==> src/rtl/id_decode_stage.sv <==
// RV32I/RV64I decode stage: combinational decode of the incoming word into a
// registered 2-entry skid FIFO, so back-pressure never reaches in_ready combinationally.
module id_decode_stage #(
   parameter int XLEN  = 32,
   parameter int REG_W = 5,
   parameter int ALU_W = 4
) (
   input  logic             clk,
   input  logic             rst,
   input  logic             flush,
   input  logic             in_valid,
   output logic             in_ready,
   input  logic [31:0]      in_inst,
   input  logic [XLEN-1:0]  in_pc,
   output logic             out_valid,
   input  logic             out_ready,
   output logic [XLEN-1:0]  out_pc,
   output logic [ALU_W-1:0] alu_type,
   output logic             imm_tag,
   output logic [XLEN-1:0]  extended_imm,
   output logic [REG_W-1:0] rd,
   output logic [REG_W-1:0] rs1,
   output logic [REG_W-1:0] rs2,
   output logic             rd_we,
   output logic             mem_read,
   output logic             mem_write,
   output logic             branch,
   output logic             jump,
   output logic             illegal
);

   localparam logic [ALU_W-1:0] A_NOP  = ALU_W'(0);
   localparam logic [ALU_W-1:0] A_ADD  = ALU_W'(1);
   localparam logic [ALU_W-1:0] A_SUB  = ALU_W'(2);
   localparam logic [ALU_W-1:0] A_SLL  = ALU_W'(3);
   localparam logic [ALU_W-1:0] A_SLT  = ALU_W'(4);
   localparam logic [ALU_W-1:0] A_SLTU = ALU_W'(5);
   localparam logic [ALU_W-1:0] A_XOR  = ALU_W'(6);
   localparam logic [ALU_W-1:0] A_SRL  = ALU_W'(7);
   localparam logic [ALU_W-1:0] A_SRA  = ALU_W'(8);
   localparam logic [ALU_W-1:0] A_OR   = ALU_W'(9);
   localparam logic [ALU_W-1:0] A_AND  = ALU_W'(10);

   localparam logic [6:0] OP_R     = 7'b0110011;
   localparam logic [6:0] OP_I     = 7'b0010011;
   localparam logic [6:0] OP_LOAD  = 7'b0000011;
   localparam logic [6:0] OP_STORE = 7'b0100011;
   localparam logic [6:0] OP_BR    = 7'b1100011;
   localparam logic [6:0] OP_LUI   = 7'b0110111;
   localparam logic [6:0] OP_AUIPC = 7'b0010111;
   localparam logic [6:0] OP_JAL   = 7'b1101111;
   localparam logic [6:0] OP_JALR  = 7'b1100111;

   // Shift-immediate layout: shamt widens by one bit on RV64, shrinking the funct field.
   localparam int SH_W = (XLEN == 64) ? 6 : 5;
   localparam int FW   = 12 - SH_W;
   localparam logic [6:0]    SRA7    = 7'b0100000;
   localparam logic [FW-1:0] SRA_PAT = SRA7[6 -: FW];
   localparam bit            IS64    = (XLEN == 64);

   typedef struct packed {
      logic [XLEN-1:0]  pc;
      logic [ALU_W-1:0] alu;
      logic             imm_tag;
      logic [XLEN-1:0]  imm;
      logic [REG_W-1:0] rd;
      logic [REG_W-1:0] rs1;
      logic [REG_W-1:0] rs2;
      logic             rd_we;
      logic             mem_read;
      logic             mem_write;
      logic             branch;
      logic             jump;
      logic             illegal;
   } entry_t;

   logic [6:0]      opcode;
   logic [2:0]      f3;
   logic [6:0]      f7;
   logic [FW-1:0]   sh_hi;
   logic [XLEN-1:0] imm_i, imm_s, imm_b, imm_u, imm_j, imm_sh;
   logic            bad;
   entry_t          dec;

   assign opcode = in_inst[6:0];
   assign f3     = in_inst[14:12];
   assign f7     = in_inst[31:25];
   assign sh_hi  = in_inst[31 -: FW];

   assign imm_i  = {{(XLEN-12){in_inst[31]}}, in_inst[31:20]};
   assign imm_s  = {{(XLEN-12){in_inst[31]}}, in_inst[31:25], in_inst[11:7]};
   assign imm_b  = {{(XLEN-13){in_inst[31]}}, in_inst[31], in_inst[7], in_inst[30:25],
                    in_inst[11:8], 1'b0};
   assign imm_u  = {{(XLEN-32){in_inst[31]}}, in_inst[31:12], 12'b0};
   assign imm_j  = {{(XLEN-21){in_inst[31]}}, in_inst[31], in_inst[19:12], in_inst[20],
                    in_inst[30:21], 1'b0};
   assign imm_sh = {{(XLEN-SH_W){1'b0}}, in_inst[20 +: SH_W]};

   always_comb begin
      dec    = '0;
      bad    = 1'b0;
      dec.pc = in_pc;
      unique case (opcode)
         OP_R: begin
            dec.rd    = REG_W'(in_inst[11:7]);
            dec.rs1   = REG_W'(in_inst[19:15]);
            dec.rs2   = REG_W'(in_inst[24:20]);
            dec.rd_we = 1'b1;
            case ({f7, f3})
               {7'b0000000, 3'b000}: dec.alu = A_ADD;
               {7'b0100000, 3'b000}: dec.alu = A_SUB;
               {7'b0000000, 3'b001}: dec.alu = A_SLL;
               {7'b0000000, 3'b010}: dec.alu = A_SLT;
               {7'b0000000, 3'b011}: dec.alu = A_SLTU;
               {7'b0000000, 3'b100}: dec.alu = A_XOR;
               {7'b0000000, 3'b101}: dec.alu = A_SRL;
               {7'b0100000, 3'b101}: dec.alu = A_SRA;
               {7'b0000000, 3'b110}: dec.alu = A_OR;
               {7'b0000000, 3'b111}: dec.alu = A_AND;
               default:              bad     = 1'b1;
            endcase
         end
         OP_I: begin
            dec.rd      = REG_W'(in_inst[11:7]);
            dec.rs1     = REG_W'(in_inst[19:15]);
            dec.rd_we   = 1'b1;
            dec.imm_tag = 1'b1;
            dec.imm     = imm_i;
            case (f3)
               3'b000: dec.alu = A_ADD;
               3'b010: dec.alu = A_SLT;
               3'b011: dec.alu = A_SLTU;
               3'b100: dec.alu = A_XOR;
               3'b110: dec.alu = A_OR;
               3'b111: dec.alu = A_AND;
               3'b001: begin
                  dec.alu = A_SLL;
                  dec.imm = imm_sh;
                  bad     = (sh_hi != '0);
               end
               default: begin
                  dec.imm = imm_sh;
                  if (sh_hi == '0)          dec.alu = A_SRL;
                  else if (sh_hi == SRA_PAT) dec.alu = A_SRA;
                  else                       bad     = 1'b1;
               end
            endcase
         end
         OP_LOAD: begin
            dec.alu      = A_ADD;
            dec.rd       = REG_W'(in_inst[11:7]);
            dec.rs1      = REG_W'(in_inst[19:15]);
            dec.imm_tag  = 1'b1;
            dec.imm      = imm_i;
            dec.rd_we    = 1'b1;
            dec.mem_read = 1'b1;
            // lb/lh/lw/lbu/lhu always; ld/lwu only on RV64
            bad = (f3 == 3'b111) || (!IS64 && (f3 == 3'b011 || f3 == 3'b110));
         end
         OP_STORE: begin
            dec.alu       = A_ADD;
            dec.rs1       = REG_W'(in_inst[19:15]);
            dec.rs2       = REG_W'(in_inst[24:20]);
            dec.imm_tag   = 1'b1;
            dec.imm       = imm_s;
            dec.mem_write = 1'b1;
            bad = f3[2] || (!IS64 && f3 == 3'b011);
         end
         OP_BR: begin
            dec.alu    = A_SUB;
            dec.rs1    = REG_W'(in_inst[19:15]);
            dec.rs2    = REG_W'(in_inst[24:20]);
            dec.imm    = imm_b;
            dec.branch = 1'b1;
            bad = (f3 == 3'b010) || (f3 == 3'b011);
         end
         OP_LUI, OP_AUIPC: begin
            dec.alu     = A_ADD;
            dec.rd      = REG_W'(in_inst[11:7]);
            dec.imm_tag = 1'b1;
            dec.imm     = imm_u;
            dec.rd_we   = 1'b1;
         end
         OP_JAL: begin
            dec.alu     = A_ADD;
            dec.rd      = REG_W'(in_inst[11:7]);
            dec.imm_tag = 1'b1;
            dec.imm     = imm_j;
            dec.rd_we   = 1'b1;
            dec.jump    = 1'b1;
         end
         OP_JALR: begin
            dec.alu     = A_ADD;
            dec.rd      = REG_W'(in_inst[11:7]);
            dec.rs1     = REG_W'(in_inst[19:15]);
            dec.imm_tag = 1'b1;
            dec.imm     = imm_i;
            dec.rd_we   = 1'b1;
            dec.jump    = 1'b1;
            bad = (f3 != 3'b000);
         end
         default: bad = 1'b1;
      endcase
      // Illegal words still carry their PC so the trap logic downstream knows where.
      if (bad) begin
         dec         = '0;
         dec.pc      = in_pc;
         dec.illegal = 1'b1;
      end
   end

   entry_t     mem [2];
   logic       head, tail;
   logic [1:0] count;
   logic       push, pop;
   entry_t     head_e;

   assign in_ready  = !rst && (count < 2'd2);
   assign out_valid = (count != 2'd0);
   assign push      = in_valid && in_ready && !flush;
   assign pop       = out_valid && out_ready && !flush;

   always_ff @(posedge clk or posedge rst) begin
      if (rst) begin
         count  <= 2'd0;
         head   <= 1'b0;
         tail   <= 1'b0;
         mem[0] <= '0;
         mem[1] <= '0;
      end else if (flush) begin
         count <= 2'd0;
         head  <= 1'b0;
         tail  <= 1'b0;
      end else begin
         if (push) begin
            mem[tail] <= dec;
            tail      <= ~tail;
         end
         if (pop) head <= ~head;
         count <= count + {1'b0, push} - {1'b0, pop};
      end
   end

   // Outputs read zero whenever the buffer is empty so stale entries never leak.
   assign head_e = out_valid ? mem[head] : '0;

   assign out_pc       = head_e.pc;
   assign alu_type     = head_e.alu;
   assign imm_tag      = head_e.imm_tag;
   assign extended_imm = head_e.imm;
   assign rd           = head_e.rd;
   assign rs1          = head_e.rs1;
   assign rs2          = head_e.rs2;
   assign rd_we        = head_e.rd_we;
   assign mem_read     = head_e.mem_read;
   assign mem_write    = head_e.mem_write;
   assign branch       = head_e.branch;
   assign jump         = head_e.jump;
   assign illegal      = head_e.illegal;

endmodule

==> config.mk <==
export PLATFORM = sky130hd
export DESIGN_NAME = id_decode_stage
export DESIGN_NICKNAME = d
export VERILOG_FILES = /design/src/rtl/id_decode_stage.sv
export SDC_FILE = /design/constraint.sdc
export NUM_CORES = 1
export LEC_CHECK = 0
export CELL_PAD_IN_SITES_DETAIL_PLACEMENT = 1
export CELL_PAD_IN_SITES_GLOBAL_PLACEMENT = 1
export CORE_MARGIN = 2
export CORE_UTILIZATION = 46
export CTS_BUF_LIST = sky130_fd_sc_hd__clkbuf_4
export CTS_CLUSTER_SIZE = 20
export DETAILED_ROUTE_END_ITERATION = 8
export MAX_ROUTING_LAYER = met4
export PLACE_DENSITY_LB_ADDON = 0.1
export SLEW_MARGIN = 20
export SYNTH_ARGS = -nofsm -noshare
export SYNTH_HDL_FRONTEND = slang
export SYNTH_SLANG_ARGS = --single-unit
==> constraint.sdc <==
create_clock -name clk -period 9.95 [get_ports clk]
set_input_delay 1.99 -clock clk [delete_from_list [all_inputs] [get_ports clk]]
set_output_delay 1.99 -clock clk [all_outputs]
set_load 0.01 [all_outputs]
==> results of run 1 <==
-- layout make-up --
cell class / instances / area (µm²) / area share [%]
clock inverters: 15 / 166 / 1.47
repair buffers: 169 / 1680 / 14.9
multi-input cells: 622 / 4370 / 38.6
well taps: 270 / 338 / 2.98
inverters: 5 / 23.8 / 0.210
flip-flops and latches: 184 / 4610 / 40.7
clock buffers: 17 / 128 / 1.13
diodes: 2 / 5.00 / 0.0442
-- stage by stage --
step	utilization [%]	instance area [µm²]
after floorplan	-	9300
after global placement	54.9	11000
after detailed placement	54.9	11000
after CTS	56.3	11300
after global routing	56.5	11300
final	56.5	11300
-- flip-flops by register name, indices dropped and copies added (netlist names) --
register  flops
mem         180
count         2
head          1
tail          1
-- kinds of logic after synthesis --
logic type,after synthesis,share of synthesized area [%]
AO/OA/AOI/OAI,176,15.5
buffers and inverters,69,3.91
adder cells (fa/ha/maj),2,0.269
XOR/XNOR,6,0.565
multiplexers,126,14.0
AND/OR/NAND/NOR,312,16.2
flip-flops,184,49.5
-- worst paths after layout --
| kind | end |
|---|---|
| setup / recovery | extended_imm[0] |
| hold / removal | mem[93] |
| setup reg to reg | mem[34] |
| hold reg to reg | mem[93] |
| max in group asynchronous | mem[149] |
| min in group asynchronous | head |
-- power breakdown --
part / internal, W / leakage [nW] / switching, W
registers: 0.000830 / 2.47 / 0.0000570
clock network: 0.000156 / 0.153 / 0.000279
logic: 0.000156 / 2.05 / 0.000169
total: 0.00114 / 4.67 / 0.000505
-- worst max-delay path, stage by stage, from the launching register on --
cell	delay (ns)
dfrtp_4	1.03
buf_4	0.81
mux2i_1	0.17
nor2_1	0.20
clkdlybuf4s50_1	0.57
-- layer usage --
layer	track usage, %	up-vias	share of wire [%]
met4	6.12	0	1.6
li1	-	3371	-
met3	3.91	28	4.3
met5	-	-	0
met1	34.6	3638	46
met2	39.5	176	48
-- synth_stat cells, drive strengths merged, types with 5 or more instances --
cell type / count
a21oi: 11
a22o: 76
a22oi: 12
a32o: 8
buf: 13
clkbuf: 46
dfrtp: 184
inv: 5
mux2: 36
mux2i: 90
nand2: 147
nand3: 5
nor2: 112
nor2b: 6
nor4: 9
o21ai: 41
==> impl_metrics.ini, run 1 <==
[outcome]
outcome = completed

[sta]
fin_crit_ns = 5.37
rsz0062_at_grt = no
hold_violations = 0
post-route-period-util_pct = 53.9
setup_viol = 0
slew_headroom_pct = 33.4
slew_violations = 0
worst_slack_ns = 4.58
tns_ns = 0
holdWs_ns = 0.490
tightest_slew_ns = 0.999
clock.fmax_mhz = 186
skew_ns = 0.0139

[cts]
cts_tree = built
cts_resized = 0
numCtsBuffers = 17
cts_num_sinks = 184
post-cts-setup-buffers = 0
htreeDepth = 4
cts_buffer_depth = 2
root_buffer = clkbuf_4
cts_hold_buf = 0
path_clk_slew_ns = 0.15
clk_latency_ns = 0.58

[synth]
syn_area_per_cell_um2 = 10.6
ys_ff_latch = 184
syn_nets = 946
syn_area_um2 = 9300
ys_types = 75
synth_edf_count = 0
synthArstFlopShare_pct = 100
synth_top_area_cell = dfrtp_1
synth-main-ff-cell = dfrtp_1
synth_warnings = 0
synth_top_area_share_pct = 49.5
seq_area_frac_synth_pct = 49.5
syn-instance-count = 875
yosys-top-cells-area = dfrtp_1 (49%), mux2i_1 (9.7%), a22o_1 (7.0%), nand2_1 (5.9%), nor2_1 (4.5%)

[power_and_ir_drop]
p_total_w = 0.00165
p_leak_nw = 4.67
powerDensity_nw_per_um2 = 145
ir_drop_mv = 0.0684

[drt]
drc = 0
ant_nets = 0
drt-pass1-iter-count = 4
wl_um = 25600
via_count = 7213
via_per_inst = 5.62
wl_per_cell_um = 19.9
drt_iter0_drc = 298

[floorplanning]
start_util_pct = 46.4
die-area_um2 = 21400
dieHeight_um = 146
core-area_um2 = 20000
fp.dieW_um = 146
num_io_pins = 161
fp-row-count = 52

[cells_and_area]
area_delta_synth_final_pct = 21.7
fin_cells = 1284
drive_above_1_share_pct = 12.4
fillers = 2212
final_cell_mix = dfrtp_1 (183), clkdlybuf4s50_1 (160), nand2_1 (146)
fin_nets = 1070
mostFrequentLayoutCell = dfrtp_1

[hold_path]
hp-start = mem[93]
hold_class = reg2reg
min_delay_path_depth = 2

[grt]
first_global_vias = 7668
grt_first_pass_wirelength_um = 41700
antenna_found_initial = 1
overflow = 0
grt_max_degree = 112
grtUsageTotal_pct = 25.1

[setup_path]
rrSetupSlack_ns = 7.09
startpoint = head
regToRegStartpoint = count[1]
cp.required_ns = 7.96
reg2reg_depth = 5
critPathArrivalTime_ns = 3.38
crit_fanout = 46
crit_path_end_kind = primary output
crit_path_start_kind = flop
path_class = reg2out

[placement]
pre_cts_ws_ns = 4.68
numPortBuffers = 160
post-dp-hpwl_um = 17200
dp_cells = 1249
gp_congestion = 0.846

[run]
drv_cap = 0
(Power assumes the default switching activity.)
==> run 2, diff against run 1 <==
--- a/config.mk
+++ b/config.mk
@@ -8,7 +8,7 @@
 export CELL_PAD_IN_SITES_DETAIL_PLACEMENT = 1
 export CELL_PAD_IN_SITES_GLOBAL_PLACEMENT = 1
 export CORE_MARGIN = 2
-export CORE_UTILIZATION = 46
+export CORE_UTILIZATION = 39
 export CTS_BUF_LIST = sky130_fd_sc_hd__clkbuf_4
 export CTS_CLUSTER_SIZE = 20
 export DETAILED_ROUTE_END_ITERATION = 8
==> constraint.sdc (replaced) <==
create_clock -name clk -period 4.4 [get_ports clk]
set_input_delay 0.88 -clock clk [delete_from_list [all_inputs] [get_ports clk]]
set_output_delay 0.88 -clock clk [all_outputs]
set_load 0.01 [all_outputs]
==> impl_metrics.ini, run 2 (synthesis gave the netlist of run 1 again) <==
[grt]
first_global_vias = 7437
grt_first_pass_wirelength_um = 42000
grt_max_degree = 90
antenna_found_initial = 1
grtUsageTotal_pct = 22.3
overflow = 0

[sta]
hold_violations = 0
post-route-period-util_pct = 80.8
tns_ns = 0
slew_headroom_pct = 48.2
tightest_slew_ns = 0.775
clock.fmax_mhz = 281
rsz0062_at_grt = no
fin_crit_ns = 3.56
skew_ns = 0.0317
setup_viol = 0
slew_violations = 0

[setup_path]
slowest_delay_ns = 0.65
slowest_stage = nor2_4
crit_path_start_kind = flop
cp.required_ns = 3.52
crit_fanout = 26
path_class = reg2out
crit_path_end_kind = primary output
path_buf_inv = 2
critPathArrivalTime_ns = 2.68
path_delay_family = buffers and inverters
path_cells = nor2_4, buf_4, nor2_1, clkdlybuf4s50_1

[power_and_ir_drop]
p_switching_w = 0.00117
powerDensity_nw_per_um2 = 319
ir_drop_mv = 0.166
pwr-share-clk_pct = 25.0
combPwrFrac_pct = 20.8
internal_power_w = 0.00249
p_seq_share_pct = 54.3
p_leak_nw = 4.73
sw_frac_of_total_pct = 32.0

[run]
drv_cap = 0

[cts]
htreeDepth = 4
cts_num_sinks = 184
clk_latency_ns = 0.60
numCtsBuffers = 17
cts_resized = 0
cts_hold_buf = 0
path_clk_slew_ns = 0.16
cts_buffer_depth = 2
root_buffer = clkbuf_4
cts_tree = built
post-cts-setup-buffers = 0

[cells_and_area]
largest_register_ffs = 180
drive_above_1_share_pct = 13.4
reg.largest.list = mem x180, count x2
area_delta_synth_final_pct = 23.4
final_cell_area_um2 = 11500
fin_nets = 1083
fillers = 2603
final_cell_mix = dfrtp_1 (183), clkdlybuf4s50_1 (160), nand2_1 (146)
seq_area_um2 = 4610
multi_input_area_um2 = 4370
fin_cells = 1345
top_register = mem
mostFrequentLayoutCell = dfrtp_1

[drt]
ant_nets = 0
wl_per_cell_um = 19.5
via_count = 7212
via_per_inst = 5.36
wl_um = 26200
drc = 0
drt-pass1-iter-count = 8
drt_iter0_drc = 402

[floorplanning]
fp.dieW_um = 158
start_util_pct = 39.6
die-area_um2 = 25100
num_io_pins = 161
core-area_um2 = 23500
dieHeight_um = 158
fp-row-count = 56

[hold_path]
hold_class = reg2reg

[placement]
numPortBuffers = 160
dpl_cell_area_um2 = 11200
gp_congestion = 0.876
dp_cells = 1312
post-dp-hpwl_um = 18400

[outcome]
outcome = completed
-- run 2: worst reg2reg max path: stages, from the launching register on --
cell     delay, ns
dfrtp_1       0.50
nor2_4        0.65
buf_12        0.31
inv_1         0.09
nand2_1       0.13
nor2_1        0.06
ha_1          0.28
inv_1         0.04
ha_1          0.18
xnor2_1       0.15
nor2_1        0.05
-- run 2: area by class of cell --
cell class,instances,area share (%)
diodes,1,0.0218
flip-flops and latches,184,40.1
well taps,319,3.48
inverters,5,0.196
clock buffers,17,1.11
multi-input cells,622,38.1
repair buffers,182,15.8
clock inverters,15,1.19
-- run 2: layer usage --
layer / part of all wire (%) / GRT usage, % / up-vias
li1: - / - / 3391
met1: 48 / 31.0 / 3686
met2: 48 / 34.9 / 125
met3: 3.2 / 3.92 / 10
met4: 0.56 / 3.78 / 0
met5: 0 / - / -
-- run 2: path summary, 6_finish.rpt --
check,startpoint,to,slack (ns),cells after the start
setup reg to reg,count[1],count[1],1.84,10
max in group asynchronous,rst,mem[39],2.79,3
min in group asynchronous,rst,mem[155],0.75,2
setup / recovery,count[1],mem_read,0.84,4
hold reg to reg,mem[163],mem[163],0.49,2
hold / removal,mem[163],mem[163],0.49,2
-- run 2: metrics by stage --
step	hold slack [ns]	setup slack, ns	total power (W)	util, %
3_3_place_gp	0.459	0.760	0.00277	47.8
2_1_floorplan	0.438	1.16	0.00247	-
6_report	0.492	0.845	0.00366	48.9
4_1_cts	0.499	0.743	0.00370	48.9
3_5_place_dp	0.462	0.688	0.00279	47.8
5_1_grt	0.517	0.652	0.00387	48.9
-- run 2: power groups by stage --
stage | Sequential, W | Clock, W | Combinational [W]
finish | 0.00199 | 0.000913 | 0.000760
floorplan | 0.00198 | 0 | 0.000494
global placement | 0.00201 | 0 | 0.000754
CTS | 0.00199 | 0.000942 | 0.000774
global route | 0.00201 | 0.00101 | 0.000841
detailed placement | 0.00202 | 0 | 0.000771
==> run 3, diff against run 2 <==
==> constraint.sdc (replaced) <==
create_clock -name clk -period 3 [get_ports clk]
set_input_delay 0.6 -clock clk [delete_from_list [all_inputs] [get_ports clk]]
set_output_delay 0.6 -clock clk [all_outputs]
set_load 0.01 [all_outputs]
==> impl_metrics.ini, run 3 (synthesis gave the netlist of run 1 again) <==
[outcome]
outcome = completed

[cells_and_area]
fillers = 2571
reg.largest.list = mem x180, count x2
mostFrequentLayoutCell = dfrtp_1
final_cell_mix = dfrtp_1 (183), clkdlybuf4s50_1 (160), nand2_1 (146)
fin_nets = 1150
fin_cells = 1413
drive_above_1_share_pct = 19.0
area_delta_synth_final_pct = 30.1
largest_register_ffs = 180
top_register = mem

[sta]
setup_viol = 0
clock.fmax_mhz = 344
slew_headroom_pct = 42.9
holdWs_ns = 0.495
slew_violations = 0
hold_violations = 0
rsz0062_at_grt = no
post-route-period-util_pct = 96.8
fin_crit_ns = 2.91
skew_ns = 0.0250
tightest_slew_ns = 0.853

[setup_path]
path_cells = buf_12, mux2i_2, nor2_1, clkdlybuf4s50_1
slowest_stage = dfrtp_4
slowest_delay_ns = 0.60
critPathArrivalTime_ns = 2.31
cp.required_ns = 2.40
crit_fanout = 28
path_class = reg2out
crit_path_start_kind = flop
crit_path_end_kind = primary output

[drt]
drt-pass1-iter-count = 5
wl_um = 27200
via_per_inst = 5.30
drt_iter0_drc = 302
drc = 0
wl_per_cell_um = 19.3
ant_nets = 0
via_count = 7489

[placement]
gp_congestion = 0.880
post-dp-hpwl_um = 19400
dp_cells = 1377
numPortBuffers = 160

[grt]
overflow = 0
grt_first_pass_wirelength_um = 43300
grt_max_degree = 90
first_global_vias = 7751
grtUsageTotal_pct = 23.0
antenna_found_initial = 1

[cts]
htreeDepth = 4
numCtsBuffers = 17
path_clk_slew_ns = 0.16
clk_latency_ns = 0.60
cts_hold_buf = 0
cts_tree = built
cts_num_sinks = 184
cts_buffer_depth = 2
root_buffer = clkbuf_4

[floorplanning]
fp-row-count = 56
num_io_pins = 161
core-area_um2 = 23500
die-area_um2 = 25100
fp.dieW_um = 158
dieHeight_um = 158
start_util_pct = 39.6

[power_and_ir_drop]
p_leak_nw = 5.09
powerDensity_nw_per_um2 = 451
ir_drop_mv = 0.210

[run]
drv_cap = 0

[hold_path]
hold_class = reg2reg
run 3: cell types whose count changed in the layout (fill, tap and decap cells not counted), moves of 2 or more:
cell and change:
buf_12 +7, buf_4 +57, buf_6 +2, clkinv_4 +2
inv_8 -3, mux2i_1 -3, mux2i_2 +3
run 3: repair_timing:
| action | in CTS | in global routing |
|---|---|---|
| setup endpoints to repair | 37 | 49 |
| setup buffers | 0 | 2 |
| resized for setup | 5 | 3 |
run 3: layout make-up:
type	count	area (µm²)	area share (%)
repair buffers	249	2420	20.0
inverters	5	22.5	0.186
clock inverters	15	141	1.17
diodes	2	5.00	0.0414
flip-flops and latches	184	4610	38.1
multi-input cells	622	4380	36.2
clock buffers	17	128	1.05
well taps	319	399	3.30
run 3: worst max-delay path, delay by kind of cell, from the launching register on:
| family | cells | cell delay, ns |
|---|---|---|
| buffers and inverters | 2 | 0.77 |
| DFF | 1 | 0.60 |
| muxes | 1 | 0.18 |
| and+or+nand+nor | 1 | 0.14 |
run 3: final timing paths:
check                                        end  slack [ns]     start  cells past startpoint
worst min register to register          mem[153]        0.50  mem[153]                      2
worst max-delay path            extended_imm[26]        0.09      head                      4
max in group asynchronous               mem[169]        1.58       rst                      4
min in group asynchronous               count[0]        0.66       rst                      3
worst min-delay path                    mem[153]        0.50  mem[153]                      2
worst max register to register          mem[116]        0.64  count[1]                      7
run 3: report_power, final:
group / switching [W] / internal [W]
clock: 0.000978 / 0.000363
sequential: 0.000150 / 0.00275
combinational: 0.000612 / 0.000596
total: 0.00174 / 0.00371
run 3: metrics by stage:
step / area, µm² / power (W) / setup TNS, ns / util, % / setup WS, ns
floorplan: 9310 / 0.00363 / 0 / - / 0.0355
global placement: 11800 / 0.00413 / -0.477 / 50.2 / -0.0948
detailed placement: 11800 / 0.00417 / -0.567 / 50.2 / -0.0739
CTS: 12100 / 0.00552 / 0 / 51.4 / 0.0000913
global route: 12100 / 0.00577 / 0 / 51.6 / 0.00251
finish: 12100 / 0.00545 / 0 / 51.6 / 0.0946
run 3: metal layers:
metal	track usage [%]	part of all wire [%]
met1	31.8	48
met2	36.2	48
met3	3.02	2.7
met4	5.62	1.4
met5	-	0
